### src/rtl/fetch_unit_pkg.sv
// Shared types and widths for the instruction-fetch stage.
// Latency: n/a (types only).
// Backpressure: n/a (types only).
package fetch_unit_pkg;

  localparam int NUM_WARPS   = 4;
  localparam int NUM_THREADS = 4;
  localparam int PC_BITS     = 30;
  localparam int UUID_WIDTH  = 44;
  localparam int NW_WIDTH    = (NUM_WARPS > 1) ? $clog2(NUM_WARPS) : 1;

  // Per-warp metadata parked while the icache read is outstanding.
  typedef struct packed {
    logic [NUM_THREADS-1:0] tmask;
    logic [PC_BITS-1:0]     pc;
    logic [UUID_WIDTH-1:0]  uuid;
  } fetch_tag_t;

  // Fetched-instruction packet handed to decode.
  typedef struct packed {
    logic [NW_WIDTH-1:0]    wid;
    logic [NUM_THREADS-1:0] tmask;
    logic [PC_BITS-1:0]     pc;
    logic [31:0]            instr;
    logic [UUID_WIDTH-1:0]  uuid;
  } fetch_pkt_t;

`ifdef FETCH_PERF_EN
  localparam int PERF_CTR_BITS = 44;

  typedef struct packed {
    logic [PERF_CTR_BITS-1:0] stalls;
    logic [PERF_CTR_BITS-1:0] lat;
    logic [PERF_CTR_BITS-1:0] fetches;
  } fetch_perf_t;
`endif

endpackage

### src/rtl/fetch_tag_store.sv
// Warp-indexed metadata store with valid bits; one write port, one read/clear port.
// Latency: combinational read; writes and valid updates land on the next edge.
// Backpressure: none; same-index write+clear in one cycle reads old data, write wins valid.
module fetch_tag_store import fetch_unit_pkg::*; (
  input  logic                clk,
  input  logic                reset,
  input  logic                wr_en,
  input  logic [NW_WIDTH-1:0] wr_idx,
  input  fetch_tag_t          wr_dat,
  output logic                wr_busy,
  input  logic                rd_clr,
  input  logic [NW_WIDTH-1:0] rd_idx,
  output fetch_tag_t          rd_dat,
  output logic                rd_vld
);

  fetch_tag_t           mem [NUM_WARPS];
  logic [NUM_WARPS-1:0] tag_vld;

  assign rd_dat  = mem[rd_idx];
  assign rd_vld  = tag_vld[rd_idx];
  assign wr_busy = tag_vld[wr_idx];

  // Metadata array is intentionally not reset; tag_vld qualifies it.
  always_ff @(posedge clk) begin
    if (wr_en) mem[wr_idx] <= wr_dat;
  end

  // Valid bits: a write sets, a read clears; a same-index write overrides the clear.
  always_ff @(posedge clk) begin
    if (reset) begin
      tag_vld <= '0;
    end else begin
      for (int i = 0; i < NUM_WARPS; i++) begin
        if (wr_en && (wr_idx == NW_WIDTH'(i)))
          tag_vld[i] <= 1'b1;
        else if (rd_clr && (rd_idx == NW_WIDTH'(i)))
          tag_vld[i] <= 1'b0;
      end
    end
  end

endmodule

### src/rtl/fifo.sv
// Generic elastic FIFO; DEPTH=2 gives a full-throughput skid/elastic buffer.
// Latency: 1 cycle from push to out_vld.
// Backpressure: in_rdy is registered (count < DEPTH), independent of out_rdy.
module fifo #(
  parameter int WIDTH = 8,
  parameter int DEPTH = 2
) (
  input  logic             clk,
  input  logic             reset,
  input  logic             in_vld,
  output logic             in_rdy,
  input  logic [WIDTH-1:0] in_dat,
  output logic             out_vld,
  input  logic             out_rdy,
  output logic [WIDTH-1:0] out_dat
);

  localparam int PTR_W = (DEPTH > 1) ? $clog2(DEPTH) : 1;
  localparam int CNT_W = $clog2(DEPTH + 1);

  logic [WIDTH-1:0] mem [DEPTH];
  logic [PTR_W-1:0] wr_ptr;
  logic [PTR_W-1:0] rd_ptr;
  logic [CNT_W-1:0] count;
  logic             push;
  logic             pop;

  function automatic logic [PTR_W-1:0] ptr_next(input logic [PTR_W-1:0] p);
    return (p == PTR_W'(DEPTH - 1)) ? '0 : p + 1'b1;
  endfunction

  assign in_rdy  = (count != CNT_W'(DEPTH));
  assign out_vld = (count != '0);
  assign out_dat = mem[rd_ptr];
  assign push    = in_vld && in_rdy;
  assign pop     = out_vld && out_rdy;

  // Storage write; contents need no reset since count gates visibility.
  always_ff @(posedge clk) begin
    if (push) mem[wr_ptr] <= in_dat;
  end

  // Pointer and occupancy bookkeeping.
  always_ff @(posedge clk) begin
    if (reset) begin
      wr_ptr <= '0;
      rd_ptr <= '0;
      count  <= '0;
    end else begin
      if (push) wr_ptr <= ptr_next(wr_ptr);
      if (pop)  rd_ptr <= ptr_next(rd_ptr);
      case ({push, pop})
        2'b10:   count <= count + 1'b1;
        2'b01:   count <= count - 1'b1;
        default: count <= count;
      endcase
    end
  end

endmodule

### src/rtl/fetch_unit.sv
// Instruction fetch: forwards scheduled warps to the icache and pairs responses with warp metadata (FETCH_PERF_EN adds perf counters).
// Latency: request is combinational pass-through; packet is valid one cycle after the icache response fires.
// Backpressure: sched_ready follows icache_req_ready and stalls at MAX_PENDING; icache_rsp_ready follows the 2-entry output buffer.
module fetch_unit import fetch_unit_pkg::*; #(
  parameter int MAX_PENDING = NUM_WARPS
) (
  input  logic                   clk,
  input  logic                   reset,
  input  logic                   sched_valid,
  output logic                   sched_ready,
  input  logic [NW_WIDTH-1:0]    sched_wid,
  input  logic [NUM_THREADS-1:0] sched_tmask,
  input  logic [PC_BITS-1:0]     sched_pc,
  input  logic [UUID_WIDTH-1:0]  sched_uuid,
  output logic                   icache_req_valid,
  input  logic                   icache_req_ready,
  output logic [PC_BITS-2:0]     icache_req_addr,
  output logic [NW_WIDTH-1:0]    icache_req_tag,
  input  logic                   icache_rsp_valid,
  output logic                   icache_rsp_ready,
  input  logic [31:0]            icache_rsp_data,
  input  logic [NW_WIDTH-1:0]    icache_rsp_tag,
  output logic                   fetch_valid,
  input  logic                   fetch_ready,
  output logic [NW_WIDTH-1:0]    fetch_wid,
  output logic [NUM_THREADS-1:0] fetch_tmask,
  output logic [PC_BITS-1:0]     fetch_pc,
  output logic [31:0]            fetch_instr,
  output logic [UUID_WIDTH-1:0]  fetch_uuid,
  output logic                   busy
`ifdef FETCH_PERF_EN
  ,
  output logic [PERF_CTR_BITS-1:0] perf_icache_stalls,
  output logic [PERF_CTR_BITS-1:0] perf_icache_lat,
  output logic [PERF_CTR_BITS-1:0] perf_fetches
`endif
);

  localparam int CNT_W = $clog2(MAX_PENDING + 1);

  logic [CNT_W-1:0] pending_cnt;
  logic             full;
  logic             req_fire;
  logic             rsp_fire;
  logic             rsp_hit;
  logic             rsp_dec;
  logic             buf_in_rdy;
  logic             wr_busy;
  fetch_tag_t       req_meta;
  fetch_tag_t       rsp_meta;
  fetch_pkt_t       rsp_pkt;
  fetch_pkt_t       out_pkt;

  // Request path: straight through to the icache, throttled by outstanding count.
  assign full             = (pending_cnt == CNT_W'(MAX_PENDING));
  assign icache_req_valid = sched_valid && !full;
  assign sched_ready      = icache_req_ready && !full;
  assign req_fire         = sched_valid && sched_ready;
  assign icache_req_addr  = sched_pc[PC_BITS-1:1];
  assign icache_req_tag   = sched_wid;
  assign req_meta         = '{tmask: sched_tmask, pc: sched_pc, uuid: sched_uuid};

  // Response path: a stray tag (no parked metadata) is consumed but not forwarded.
  assign icache_rsp_ready = buf_in_rdy;
  assign rsp_fire         = icache_rsp_valid && buf_in_rdy;
  assign rsp_dec          = rsp_fire && rsp_hit;
  assign rsp_pkt          = '{wid:   icache_rsp_tag,
                              tmask: rsp_meta.tmask,
                              pc:    rsp_meta.pc,
                              instr: icache_rsp_data,
                              uuid:  rsp_meta.uuid};

  fetch_tag_store u_tag_store (
    .clk     (clk),
    .reset   (reset),
    .wr_en   (req_fire),
    .wr_idx  (sched_wid),
    .wr_dat  (req_meta),
    .wr_busy (wr_busy),
    .rd_clr  (rsp_fire),
    .rd_idx  (icache_rsp_tag),
    .rd_dat  (rsp_meta),
    .rd_vld  (rsp_hit)
  );

  fifo #(
    .WIDTH ($bits(fetch_pkt_t)),
    .DEPTH (2)
  ) u_out_buf (
    .clk     (clk),
    .reset   (reset),
    .in_vld  (rsp_fire && rsp_hit),
    .in_rdy  (buf_in_rdy),
    .in_dat  (rsp_pkt),
    .out_vld (fetch_valid),
    .out_rdy (fetch_ready),
    .out_dat (out_pkt)
  );

  assign fetch_wid   = out_pkt.wid;
  assign fetch_tmask = out_pkt.tmask;
  assign fetch_pc    = out_pkt.pc;
  assign fetch_instr = out_pkt.instr;
  assign fetch_uuid  = out_pkt.uuid;
  assign busy        = (pending_cnt != '0) || fetch_valid;

  // Outstanding request count; only matched responses retire an entry.
  always_ff @(posedge clk) begin
    if (reset) begin
      pending_cnt <= '0;
    end else begin
      case ({req_fire, rsp_dec})
        2'b10:   pending_cnt <= pending_cnt + 1'b1;
        2'b01:   pending_cnt <= pending_cnt - 1'b1;
        default: pending_cnt <= pending_cnt;
      endcase
    end
  end

`ifdef FETCH_PERF_EN
  fetch_perf_t perf;

  // Stall cycles, summed occupancy (for average latency) and response count.
  always_ff @(posedge clk) begin
    if (reset) begin
      perf <= '0;
    end else begin
      if (sched_valid && !sched_ready) perf.stalls <= perf.stalls + 1'b1;
      perf.lat <= perf.lat + PERF_CTR_BITS'(pending_cnt);
      if (rsp_fire) perf.fetches <= perf.fetches + 1'b1;
    end
  end

  assign perf_icache_stalls = perf.stalls;
  assign perf_icache_lat    = perf.lat;
  assign perf_fetches       = perf.fetches;
`endif

`ifndef NDEBUG
  logic rsp_chk_en;

  // Responses issued before a reset may still trickle in; tolerate them until new traffic starts.
  always_ff @(posedge clk) begin
    if (reset)         rsp_chk_en <= 1'b0;
    else if (req_fire) rsp_chk_en <= 1'b1;
  end

  // Protocol checks: one fetch per warp in flight, responses must match a parked tag.
  always_ff @(posedge clk) begin
    if (!reset) begin
      assert (!(req_fire && wr_busy && !(rsp_fire && (icache_rsp_tag == sched_wid))));
      assert (!(rsp_fire && !rsp_hit && rsp_chk_en));
    end
  end
`endif

endmodule
### config.mk
export PLATFORM = sky130hd
export DESIGN_NAME = fetch_unit
export DESIGN_NICKNAME = d
export VERILOG_FILES = /design/src/rtl/fetch_unit_pkg.sv /design/src/rtl/fetch_tag_store.sv /design/src/rtl/fifo.sv /design/src/rtl/fetch_unit.sv
export SDC_FILE = /design/constraint.sdc
export NUM_CORES = 1
export LEC_CHECK = 0
export BUFFER_PORTS_ARGS = -buffer_cell sky130_fd_sc_hd__buf_4
export CAP_MARGIN = 20
export CORE_ASPECT_RATIO = 1.1
export CORE_MARGIN = 3
export CORE_UTILIZATION = 44
export CTS_BUF_LIST = sky130_fd_sc_hd__clkbuf_4 sky130_fd_sc_hd__clkbuf_8
export CTS_CLUSTER_DIAMETER = 120
export CTS_CLUSTER_SIZE = 14
export DETAILED_ROUTE_END_ITERATION = 8
export SLEW_MARGIN = 40
export SYNTH_ARGS = -nofsm -noshare
export SYNTH_HDL_FRONTEND = slang
export SYNTH_SLANG_ARGS = --single-unit
### constraint.sdc
create_clock -name clk -period 10.2 [get_ports clk]
set_clock_uncertainty 0.2 [all_clocks]
set_input_delay 1.02 -clock clk [delete_from_list [all_inputs] [get_ports clk]]
set_output_delay 1.02 -clock clk [all_outputs]
set_load 0.05 [all_outputs]
==> results of run 1 <==
[worst max-delay path by stage]
| stage | depth (start not counted) | to | start | slack (ns) |
|---|---|---|---|---|
| finish | 3 | fetch_tmask[3] | flop | 6.43 |
| CTS | 3 | fetch_tmask[3] | flop | 6.00 |
| global route | 3 | fetch_tmask[3] | flop | 6.25 |
| global placement | 5 | u_out_buf.mem[1][40]$_DFFE_PP_ | icache_rsp_tag[0] | 5.74 |
| detailed placement | 5 | u_out_buf.mem[1][40]$_DFFE_PP_ | icache_rsp_tag[0] | 5.98 |
| floorplan | 2 | u_tag_store.mem[2][0]$_DFFE_PP_ | sched_valid | 2.97 |
[worst min-delay path, delay by kind of cell (launching register included)]
family,cells,cell delay [ns]
flip-flops,1,0.33
AND/OR/NAND/NOR,1,0.05
AO/OA/AOI/OAI,1,0.05
[power breakdown]
part / total [mW] / switching, mW / leakage [nW] / internal (mW)
logic: 0.321 / 0.198 / 2.43 / 0.122
registers: 2.52 / 0.0103 / 4.95 / 2.51
clock network: 1.16 / 0.669 / 0.428 / 0.491
[kinds of logic (layout without fill, tap and decap cells)]
| family | after synthesis | count (layout) | share of synthesized area |
|---|---|---|---|
| xor gates and xnor gates | 5 | 5 | 0.00217 |
| muxes | 193 | 193 | 0.152 |
| DFF | 548 | 548 | 0.811 |
| other | 0 | 3 | 0 |
| AOI/OAI and AO/OA | 11 | 11 | 0.00379 |
| adders and majority gates | 3 | 3 | 0.00224 |
| and+or+nand+nor | 30 | 30 | 0.00820 |
| buffers and inverters | 68 | 356 | 0.0205 |
[sequential cells by signal (all words and copies together), names as in the netlist, named ones only]
name	flops
u_out_buf.count	2
u_out_buf.wr_ptr	1
u_tag_store.mem	312
pending_cnt	3
u_out_buf.rd_ptr	1
u_tag_store.tag_vld	4
u_out_buf.mem	224
[cell type report]
class                      instances  area [µm²]
fill                            3591       21400
sequential                       548       16300
multi-input combinational        242        3430
timing repair buffer             283        2170
clock buffer                      65         782
tap                              581         727
inverter                           6        25.0
clock inverter                     2        23.8
antenna                            3        7.51
[cell usage in the layout (no fill, tap or decap), types with 2 or more instances in the layout]
cell type | synthesis | final
dfxtp_1 | 12 | 11
mux2_2 | 112 | 112
nor2b_1 | 2 | 2
o32ai_1 | 2 | 2
and2_1 | 3 | 2
nor2_1 | 10 | 7
edfxtp_1 | 536 | 536
a21oi_1 | 3 | 3
or3_1 | 2 | 2
inv_1 | 6 | 5
mux4_2 | 79 | 79
clkbuf_4 | 0 | 18
nor2_4 | 0 | 3
buf_12 | 0 | 2
clkbuf_8 | 0 | 47
xnor2_1 | 3 | 3
ha_1 | 2 | 2
nand4_1 | 2 | 2
o41ai_1 | 2 | 2
diode_2 | 0 | 3
nand2_1 | 3 | 3
xor2_1 | 2 | 2
o21ai_0 | 2 | 2
buf_6 | 0 | 6
buf_4 | 38 | 275
[metrics by stage]
stage,instances,util,worst slack (ns),total power [mW]
6_report,1730,0.523,6.43,4.00
5_1_grt,1729,0.523,6.25,4.16
4_1_cts,1725,0.522,6.00,4.07
3_5_place_dp,1658,0.504,5.98,2.90
3_3_place_gp,1658,0.504,5.74,2.89
2_1_floorplan,858,-,2.97,2.78
[layer usage]
layer | global-route usage | vias to the layer above | share of wire
met1 | 0.196 | 4631 | 0.41
met5 | 0 | - | 0
li1 | - | 4010 | -
met2 | 0.276 | 201 | 0.52
met4 | 0.0403 | 0 | 0.018
met3 | 0.0372 | 53 | 0.053
==> reports/metrics.cfg, run 1 <==
[critical_path]
rrSetupSlack_ns = 7.31
cpMaxStageDelayCell = dfxtp_4
max_stage_delay_ns = 0.63
cp.buffers_inverters = 2
crit_arrival_ns = 2.55
setup.worst_path.end_class = primary output
cp_max_fo = 62
crit_type = reg -> out
cp_top_family = buffers and inverters
critical_path_required_ns = 8.98
rr_startpoint = pending_cnt[0]$_SDFFE_PP0P_
cp-start-kind = flop
r2r_cells = 5
path_cells = buf_6, mux2_2, buf_4
r2r-end = u_tag_store.mem[1][19]$_DFFE_PP_

[synth]
synthesis.area_um2 = 20100
synth_most_common_cell = edfxtp_1
ys.flop_type = edfxtp_1
syn_area_per_cell_um2 = 23.5
synth_edf_count = 536
yosysTopAreaCell = edfxtp_1
synth_seq_cells = 548
synth_cells = 858
yosysTopAreaCellShare = 0.799
async_flop_share = 0
ys_seq_area_frac = 0.811
synth_nets = 981
netlist_top_cells_count = edfxtp_1, mux2_2, mux4_2
synth.distinct_cells = 35
synth_area_leaders = edfxtp_1, mux4_2, mux2_2
ys.warnings.count = 0

[clocking]
htree_levels = 2
cts_setup_buffers = 0
cts_tree = built
hold_buffers = 0
clkTransAtPathRegs_ns = 0.09
cts_resized = 0
clockRootBuffer = clkbuf_8
clockBufferDepth = 3
numCtsBuffers = 45
worst_skew_pair.late_latency_ns = 0.61
clock-sinks = 548

[route]
drc = 0
drt_wl_total_mm = 38.0
via_per_inst = 5.14
wl_per_cell_um = 22.0
first_iter_violations = 412
vias = 8895
drtAntennaViolNets = 0
drt-pass1-iter-count = 4

[floorplanning]
die_h_um = 230
dieArea_um2 = 48400
ios = 268
core_um2 = 44900
start_util = 0.449
die_x_um = 210
fp-row-count = 81

[timing]
rsz0062_at_grt = no
tns_ns = 0
max_freq_mhz = 266
max_slew_margin = 0.501
finalHoldWorstSlack_ns = 0.280
drv_slew = 0
period_needed_ns = 3.77
finalHoldViolCount = 0
worstMarginPinSlew_ns = 0.748
setup_violations = 0
timing.final.crit_share = 0.369

[global_routing]
grt_max_degree = 70
antenna_found_initial = 2
grt_pass1_vias = 9354
grt_pass1_wl_mm = 56.8
grt_overflow_total = 0
gr-usage-all-layers = 0.156

[layout]
layout-drive-gt1-share = 0.482
syn2layout_area_growth_pct = 16.7
fin_area_um2 = 23500
fin_nets = 1249

[worst_hold_path]
hold_end = u_tag_store.tag_vld[1]$_SDFFE_PP0P_
hp-class = reg -> reg
min_path_cells = 2
hold_start = u_tag_store.tag_vld[1]$_SDFFE_PP0P_

[placed_design]
finalWeightedCongestion = 0.749
dp_hpwl_mm = 21.8
placed_cell_area_um2 = 22600
place.port_buffers = 267

[outcome]
status = finished clean

[power_and_ir_drop]
max-vdd-ir-drop_v = 0.000104
powerDensity_nw_per_um2 = 170
leakagePower_nw = 7.81

[flow_run]
cap_violations = 0

No activity file was read; power rests on OpenSTA's default activity.
==> inputs of run 2 (changes only) <==
--- a/config.mk
+++ b/config.mk
@@ -5,6 +5,7 @@
 export SDC_FILE = /design/constraint.sdc
 export NUM_CORES = 1
 export LEC_CHECK = 0
+export ABC_AREA = 1
 export BUFFER_PORTS_ARGS = -buffer_cell sky130_fd_sc_hd__buf_4
 export CAP_MARGIN = 20
 export CORE_ASPECT_RATIO = 1.1
==> constraint.sdc (replaced) <==
create_clock -name clk -period 3.56 [get_ports clk]
set_clock_uncertainty 0.2 [all_clocks]
set_input_delay 0.356 -clock clk [delete_from_list [all_inputs] [get_ports clk]]
set_output_delay 0.356 -clock clk [all_outputs]
set_load 0.05 [all_outputs]
==> run 2 against run 1 <==
Final area is 5.5% higher; worst hold slack worse by 0.15 ns; power grew to 2.9 times the previous value; largest cell class unchanged; count of clock-buffer cells in the layout is 13 lower.
==> reports/metrics.cfg, run 2 <==
[synth]
synth_area_leaders = edfxtp_1, mux2_2, nand3_1  ; was edfxtp_1, mux4_2, mux2_2
synth.distinct_cells = 26  ; was 35
async_flop_share = 0  ; unchanged
netlist_top_cells_count = edfxtp_1, nand3_1, mux2_2  ; was edfxtp_1, mux2_2, mux4_2
synth_most_common_cell = edfxtp_1  ; unchanged
synthesis.area_um2 = 20400  ; was 20100 µm²
synth_seq_cells = 548  ; unchanged
synth_edf_count = 536  ; unchanged
ys.warnings.count = 0  ; unchanged
ys_seq_area_frac = 0.801  ; was 0.811
yosysTopAreaCellShare = 0.789  ; was 0.799
yosysTopAreaCell = edfxtp_1  ; unchanged
ys.flop_type = edfxtp_1  ; unchanged
synth_cells = 1153  ; was 858
syn_area_per_cell_um2 = 17.7  ; was 23.5 µm²
synth_nets = 1276  ; was 981

[worst_hold_path]
hp-class = in -> reg  ; was reg -> reg
hold_start = icache_rsp_tag[1]  ; was u_tag_store.tag_vld[1]$_SDFFE_PP0P_

[route]
drt_wl_total_mm = 45.8  ; was 38.0 mm
drc = 0  ; unchanged
wl_per_cell_um = 21.6  ; was 22.0 µm
drt-pass1-iter-count = 7  ; was 4
drtAntennaViolNets = 0  ; unchanged
via_per_inst = 5.32  ; was 5.14
vias = 11300  ; was 8895
first_iter_violations = 736  ; was 412

[clocking]
cts_tree = built  ; unchanged
numCtsBuffers = 45  ; unchanged
clockBufferDepth = 3  ; unchanged
clockRootBuffer = clkbuf_8  ; unchanged
htree_levels = 2  ; unchanged
cts_resized = 0  ; unchanged
worst_skew_pair.late_latency_ns = 0.64  ; was 0.61 ns
clkTransAtPathRegs_ns = 0.09  ; about the same
clock-sinks = 548  ; unchanged

[critical_path]
cp-start-kind = flop  ; unchanged
critical_path_required_ns = 3.00  ; was 8.98 ns
crit_type = reg -> out  ; unchanged
setup.worst_path.end_class = primary output  ; unchanged
crit_arrival_ns = 2.39  ; was 2.55 ns
rr_startpoint = pending_cnt[0]$_SDFFE_PP0P_  ; unchanged
cp_max_fo = 32  ; was 62

[timing]
tns_ns = 0  ; unchanged
drv_slew = 0  ; unchanged
max_freq_mhz = 339
finalHoldViolCount = 0  ; unchanged
rsz0062_at_grt = no  ; unchanged
worstMarginPinSlew_ns = 0.816  ; was 0.748 ns
setup_violations = 0  ; unchanged
period_needed_ns = 2.95
max_slew_margin = 0.456  ; was 0.501
timing.final.crit_share = 0.829
worst_slack_ns = 0.610  ; was 6.43 ns

[flow_run]
cap_violations = 0  ; unchanged

[layout]
regMostFlops = u_tag_store.mem  ; unchanged
layout_common_cells = edfxtp_1, buf_4, nand3_1, dlygate4sd3_1, mux2_2  ; was edfxtp_1, buf_4, mux2_2, mux4_2, clkbuf_8
top_regs = u_tag_store.mem: 312 flops, u_out_buf.mem: 224 flops, u_tag_store.tag_vld: 4 flops  ; unchanged
fillers = 3652  ; was 3591
fin_util = 0.543  ; was 0.523
largest_register_ffs = 312  ; unchanged
syn2layout_area_growth_pct = 21.5  ; was 16.7%
fin_cells = 2116  ; was 1730
layout-drive-gt1-share = 0.313  ; was 0.482
fin_nets = 1637  ; was 1249
final_common_cell = edfxtp_1  ; unchanged

[power_and_ir_drop]
clockPowerShare = 0.277  ; was 0.290
internal-power_mw = 8.83  ; was 3.12 mW
leakagePower_nw = 8.48  ; was 7.81 nW
seqPwrFrac = 0.630  ; about the same
max-vdd-ir-drop_v = 0.000295  ; was 0.000104 V
swShare = 0.230  ; was 0.219
pwr-share-comb = 0.093  ; was 0.080
powerDensity_nw_per_um2 = 462  ; was 170 nW/µm²
p_sw_mw = 2.64  ; was 0.878 mW

[floorplanning]
dieArea_um2 = 49000  ; was 48400 µm²
die_x_um = 211  ; was 210 µm
die_h_um = 232  ; was 230 µm
core_um2 = 45700  ; was 44900 µm²
fp-row-count = 82  ; was 81
start_util = 0.447  ; was 0.449
ios = 268  ; unchanged

[placed_design]
dp_hpwl_mm = 25.0  ; was 21.8 mm
finalWeightedCongestion = 0.737  ; was 0.749
dp_slack_ns = 0.885  ; was 5.98 ns
placedCellCount = 1935  ; was 1658
place.port_buffers = 267  ; unchanged

[outcome]
status = finished clean  ; unchanged

[global_routing]
gr-usage-all-layers = 0.185  ; was 0.156
antenna_found_initial = 2  ; unchanged
grt_pass1_wl_mm = 69.0  ; was 56.8 mm
grt_overflow_total = 0  ; unchanged
grt_pass1_vias = 11700  ; was 9354
grt_max_degree = 81  ; was 70

## run 2: changes by cell type in the layout (fill, tap and decap cells not counted), sizes merged, moves of 4 or more
cell         delta
nor2            +5
buf             +5
inv             +6
mux4           -79
clkbuf         -13
a22oi          +78
o21ai           +4
a21oi           +8
clkinvlp        +6
nand3         +238
nand2          +21
dlygate4sd3   +120
## run 2: path summary, 6_finish.rpt
path,end,slack [ns],depth (start not counted)
min,u_out_buf.mem[1][102]$_DFFE_PP_,0.13,3
max reg2reg,u_tag_store.mem[0][31]$_DFFE_PP_,1.08,5
max,fetch_uuid[3],0.61,3
min reg2reg,flop,0.26,1
## run 2: worst max-delay path: stages (launching register included)
cell and delay (ns):
dfxtp_4 0.72, buf_4 0.40, mux2_2 0.42, buf_4 0.20
## run 2: cells by family after synthesis
kind of cell	after synthesis	synth area share
adder cells (fa/ha/maj)	3	0.00221
AO/OA/AOI/OAI	97	0.0361
buffers and inverters	111	0.0315
multiplexers	112	0.0618
AND/OR/NAND/NOR	281	0.0675
XOR/XNOR	1	0.000429
flip-flops	548	0.801
## run 2: area by class of cell
type / instances / area, µm² / share of cell area
sequential: 548 / 16300 / 0.659
timing repair buffer: 408 / 3470 / 0.140
multi-input combinational: 494 / 3430 / 0.139
tap: 588 / 736 / 0.0297
clock buffer: 52 / 672 / 0.0271
inverter: 17 / 83.8 / 0.00338
clock inverter: 4 / 42.5 / 0.00172
antenna: 5 / 12.5 / 0.000505
## run 2: layer usage
layer  global-route usage  wire, µm  vias to the layer above
li1                     -         -                     5176
met1                0.234     18900                     5696
met2                0.325     23200                      324
met3               0.0282      2420                       71
met4               0.0653      1260                        0
met5                    0         0                        -
## run 2: power by group through the flow
stage	Clock (mW)	Combinational (mW)	Sequential [mW]
4_1_cts	3.31	1.08	7.23
5_1_grt	3.53	1.14	7.24
2_1_floorplan	0	0.600	7.37
3_5_place_dp	0	0.967	7.37
3_3_place_gp	0	0.951	7.37
6_report	3.17	1.07	7.23
## run 2: what timing repair did
item / 4_1_cts / 5_1_grt
endpoints found under the setup margin: 0 / 0
endpoints found under the hold margin: 388 / 0
hold buffers: 120 / 0
setup buffers: 0 / 0
## run 2: stage by stage
| stage | hold WS (ns) | instance area (µm²) | total power, mW |
|---|---|---|---|
| final | 0.131 | 24800 | 11.5 |
| after global routing | 0.113 | 24800 | 11.9 |
| after CTS | 0.0685 | 24800 | 11.6 |
| after detailed placement | 0.244 | 22900 | 8.34 |
| after global placement | 0.228 | 22900 | 8.32 |
| after floorplan | 0.225 | 20400 | 7.97 |
==> inputs of run 3 (changes only) <==
--- a/config.mk
+++ b/config.mk
@@ -15,6 +15,7 @@
 export CTS_CLUSTER_DIAMETER = 120
 export CTS_CLUSTER_SIZE = 14
 export DETAILED_ROUTE_END_ITERATION = 8
+export PLACE_DENSITY = 0.66
 export SLEW_MARGIN = 40
 export SYNTH_ARGS = -nofsm -noshare
 export SYNTH_HDL_FRONTEND = slang
==> constraint.sdc (replaced) <==
create_clock -name clk -period 2.6 [get_ports clk]
set_clock_uncertainty 0.2 [all_clocks]
set_input_delay 0.26 -clock clk [delete_from_list [all_inputs] [get_ports clk]]
set_output_delay 0.26 -clock clk [all_outputs]
set_load 0.05 [all_outputs]
==> run 3 against run 2 <==
Wire length up 2.7%; setup slack lost 0.53 ns; via count increased by 1.6%; utilization up 0.97 points; sequential power increased by 37%; combinational power increased by 44%; power grew 37%; critical path depth up 6; worst hold slack worse by 0.068 ns; sequential cell count is the same; clock power rose by 37%.
==> reports/metrics.cfg, run 3 (synthesized netlist as in run 2, its figures left out) <==
[route]
drt-pass1-iter-count = 5  ; was 7
drtAntennaViolNets = 0  ; unchanged
drc = 0  ; unchanged
first_iter_violations = 731  ; was 736
wl_per_cell_um = 22.0  ; was 21.6 µm
vias = 11400  ; was 11300
via_per_inst = 5.36  ; was 5.32
drt_wl_total_mm = 47.0  ; was 45.8 mm

[power_and_ir_drop]
powerDensity_nw_per_um2 = 625  ; was 462 nW/µm²
p_total_mw = 15.8  ; was 11.5 mW
p_sw_mw = 3.62  ; was 2.64 mW
internal-power_mw = 12.1  ; was 8.83 mW
seqPwrFrac = 0.627  ; was 0.630
max-vdd-ir-drop_v = 0.000463  ; was 0.000295 V
clockPowerShare = 0.275  ; was 0.277
swShare = 0.230  ; about the same
pwr-share-comb = 0.097  ; was 0.093
leakagePower_nw = 8.65  ; was 8.48 nW

[layout]
layout_common_cells = edfxtp_1, buf_4, nand3_1, dlygate4sd3_1, mux2_2  ; unchanged
top_regs = u_tag_store.mem: 312 flops, u_out_buf.mem: 224 flops, u_tag_store.tag_vld: 4 flops  ; unchanged
largest_register_ffs = 312  ; unchanged
syn2layout_area_growth_pct = 23.7  ; was 21.5%
final_common_cell = edfxtp_1  ; unchanged
regMostFlops = u_tag_store.mem  ; unchanged
fin_nets = 1658  ; was 1637
layout-drive-gt1-share = 0.327  ; was 0.313

[worst_hold_path]
min_path_cells = 7  ; was 3
hp-class = in -> reg  ; unchanged

[clocking]
clockRootBuffer = clkbuf_8  ; unchanged
worst_skew_pair.late_latency_ns = 0.62  ; was 0.64 ns
clkTransAtPathRegs_ns = 0.09  ; about the same
clock-sinks = 548  ; unchanged
numCtsBuffers = 45  ; unchanged
clockBufferDepth = 3  ; unchanged
htree_levels = 2  ; unchanged
cts_tree = built  ; unchanged

[floorplanning]
start_util = 0.447  ; unchanged
die_h_um = 232  ; unchanged
core_um2 = 45700  ; unchanged
dieArea_um2 = 49000  ; unchanged
ios = 268  ; unchanged
die_x_um = 211  ; unchanged
fp-row-count = 82  ; unchanged

[flow_run]
cap_violations = 0  ; unchanged

[timing]
max_freq_mhz = 396
worstMarginPinSlew_ns = 0.626  ; was 0.816 ns
finalHoldWorstSlack_ns = 0.0633  ; was 0.131 ns
max_slew_margin = 0.582  ; was 0.456
drv_slew = 0  ; unchanged
timing.final.crit_share = 0.970
finalHoldViolCount = 0  ; unchanged
setup_violations = 0  ; unchanged
period_needed_ns = 2.52

[critical_path]
setup.worst_path.end_class = flop  ; was primary output
cp_max_fo = 18  ; was 32
path_cells = buf_4, dlygate4sd3_1, inv_4, buf_16, nand2_1, o21ai_0, dlygate4sd3_1, a21oi_1, dlygate4sd3_1  ; was buf_4, mux2_2, buf_4
cpMaxStageDelayCell = dlygate4sd3_1  ; was dfxtp_4
crit_type = in -> reg  ; was reg -> out
crit_arrival_ns = 2.83  ; was 2.39 ns
critical_path_required_ns = 2.91  ; was 3.00 ns
crit_top_cell = dlygate4sd3_1  ; was buf_4
r2r_cells = 14  ; was 5
rrSetupSlack_ns = 0.17  ; was 1.08 ns
max_stage_delay_ns = 0.62  ; was 0.72 ns
cp-start-kind = primary input  ; was flop

[global_routing]
grt_pass1_vias = 11600  ; was 11700
grt_pass1_wl_mm = 68.7  ; was 69.0 mm
gr-usage-all-layers = 0.185  ; about the same
antenna_found_initial = 3  ; was 2
grt_overflow_total = 0  ; unchanged
grt_max_degree = 81  ; unchanged

[outcome]
status = finished clean  ; unchanged

[placed_design]
finalWeightedCongestion = 0.782  ; was 0.737
dp_hpwl_mm = 27.5  ; was 25.0 mm
place.port_buffers = 267  ; unchanged

-- run 3: cell count changes in the layout (fill, tap and decap cells not counted), sizes merged --
cell         previous run  this run
buf                   288       300
dlygate4sd3           120       127
clkbuf                 52        56
diode                   5         2
clkinvlp                7         5
clkinv                  2         1
-- run 3: per-stage QoR --
stage	worst slack (ns)	std cells	instance area (µm²)	TNS, ns	util
2_1_floorplan	-0.401	1153	20500	-90.23	-
3_3_place_gp	0.188	1946	23200	0	0.507
3_5_place_dp	0.156	1946	23200	0	0.507
4_1_cts	0.00161	2129	25200	0	0.551
5_1_grt	-0.00186	2132	25200	-0.00186	0.553
6_report	0.0779	2133	25200	0	0.553
-- run 3: repair_timing --
| item | in CTS | in global routing |
|---|---|---|
| hold endpoints to repair | 400 | 0 |
| hold buffers | 127 | 0 |
| pin swaps | 0 | 5 |
| buffers inserted | 1 | 0 |
| setup endpoints to repair | 92 | 2 |
| gates cloned | 0 | 2 |
| resized for setup | 1 | 8 |
-- run 3: power groups by stage --
| stage | registers (mW) | clock network (mW) | logic, mW |
|---|---|---|---|
| global route | 9.90 | 4.83 | 1.63 |
| CTS | 9.89 | 4.49 | 1.53 |
| detailed placement | 10.1 | 0 | 1.37 |
| finish | 9.89 | 4.34 | 1.54 |
| global placement | 10.1 | 0 | 1.34 |
| floorplan | 10.1 | 0 | 0.831 |
-- run 3: worst max-delay path, delay by kind of cell --
| family | cells | cell delay [ns] |
|---|---|---|
| buffers and inverters | 6 | 2.29 |
| AOI/OAI and AO/OA | 2 | 0.20 |
| and+or+nand+nor | 1 | 0.06 |
-- run 3: path summary, 6_finish.rpt --
| kind | start | endpoint |
|---|---|---|
| worst max-delay path | icache_rsp_tag[0] | u_tag_store.tag_vld[2]$_SDFFE_PP0P_ |
| worst min-delay path | icache_rsp_tag[0] | u_out_buf.wr_ptr$_SDFFE_PP0P_ |
| worst max register to register | u_tag_store.tag_vld[3]$_SDFFE_PP0P_ | pending_cnt[2]$_SDFFE_PP0P_ |
| worst min register to register | u_out_buf.rd_ptr$_SDFFE_PP0N_ | u_out_buf.rd_ptr$_SDFFE_PP0N_ |
-- run 3: cell type report --
cell class	count	area, µm²
inverter	17	87.6
timing repair buffer	429	3860
clock buffer	54	687
tap	588	736
antenna	2	5.00
fill	3523	20400
multi-input combinational	494	3510
sequential	548	16300
clock inverter	1	16.3
-- run 3: metal layers --
metal | global-route usage | wire, µm | share of wire | up-vias
li1 | - | - | - | 5207
met1 | 0.237 | 19300 | 0.41 | 5775
met2 | 0.324 | 23900 | 0.51 | 386
met3 | 0.0297 | 2690 | 0.057 | 71
met4 | 0.0597 | 1120 | 0.024 | 4
met5 | 0 | 14 | 0.00030 | -
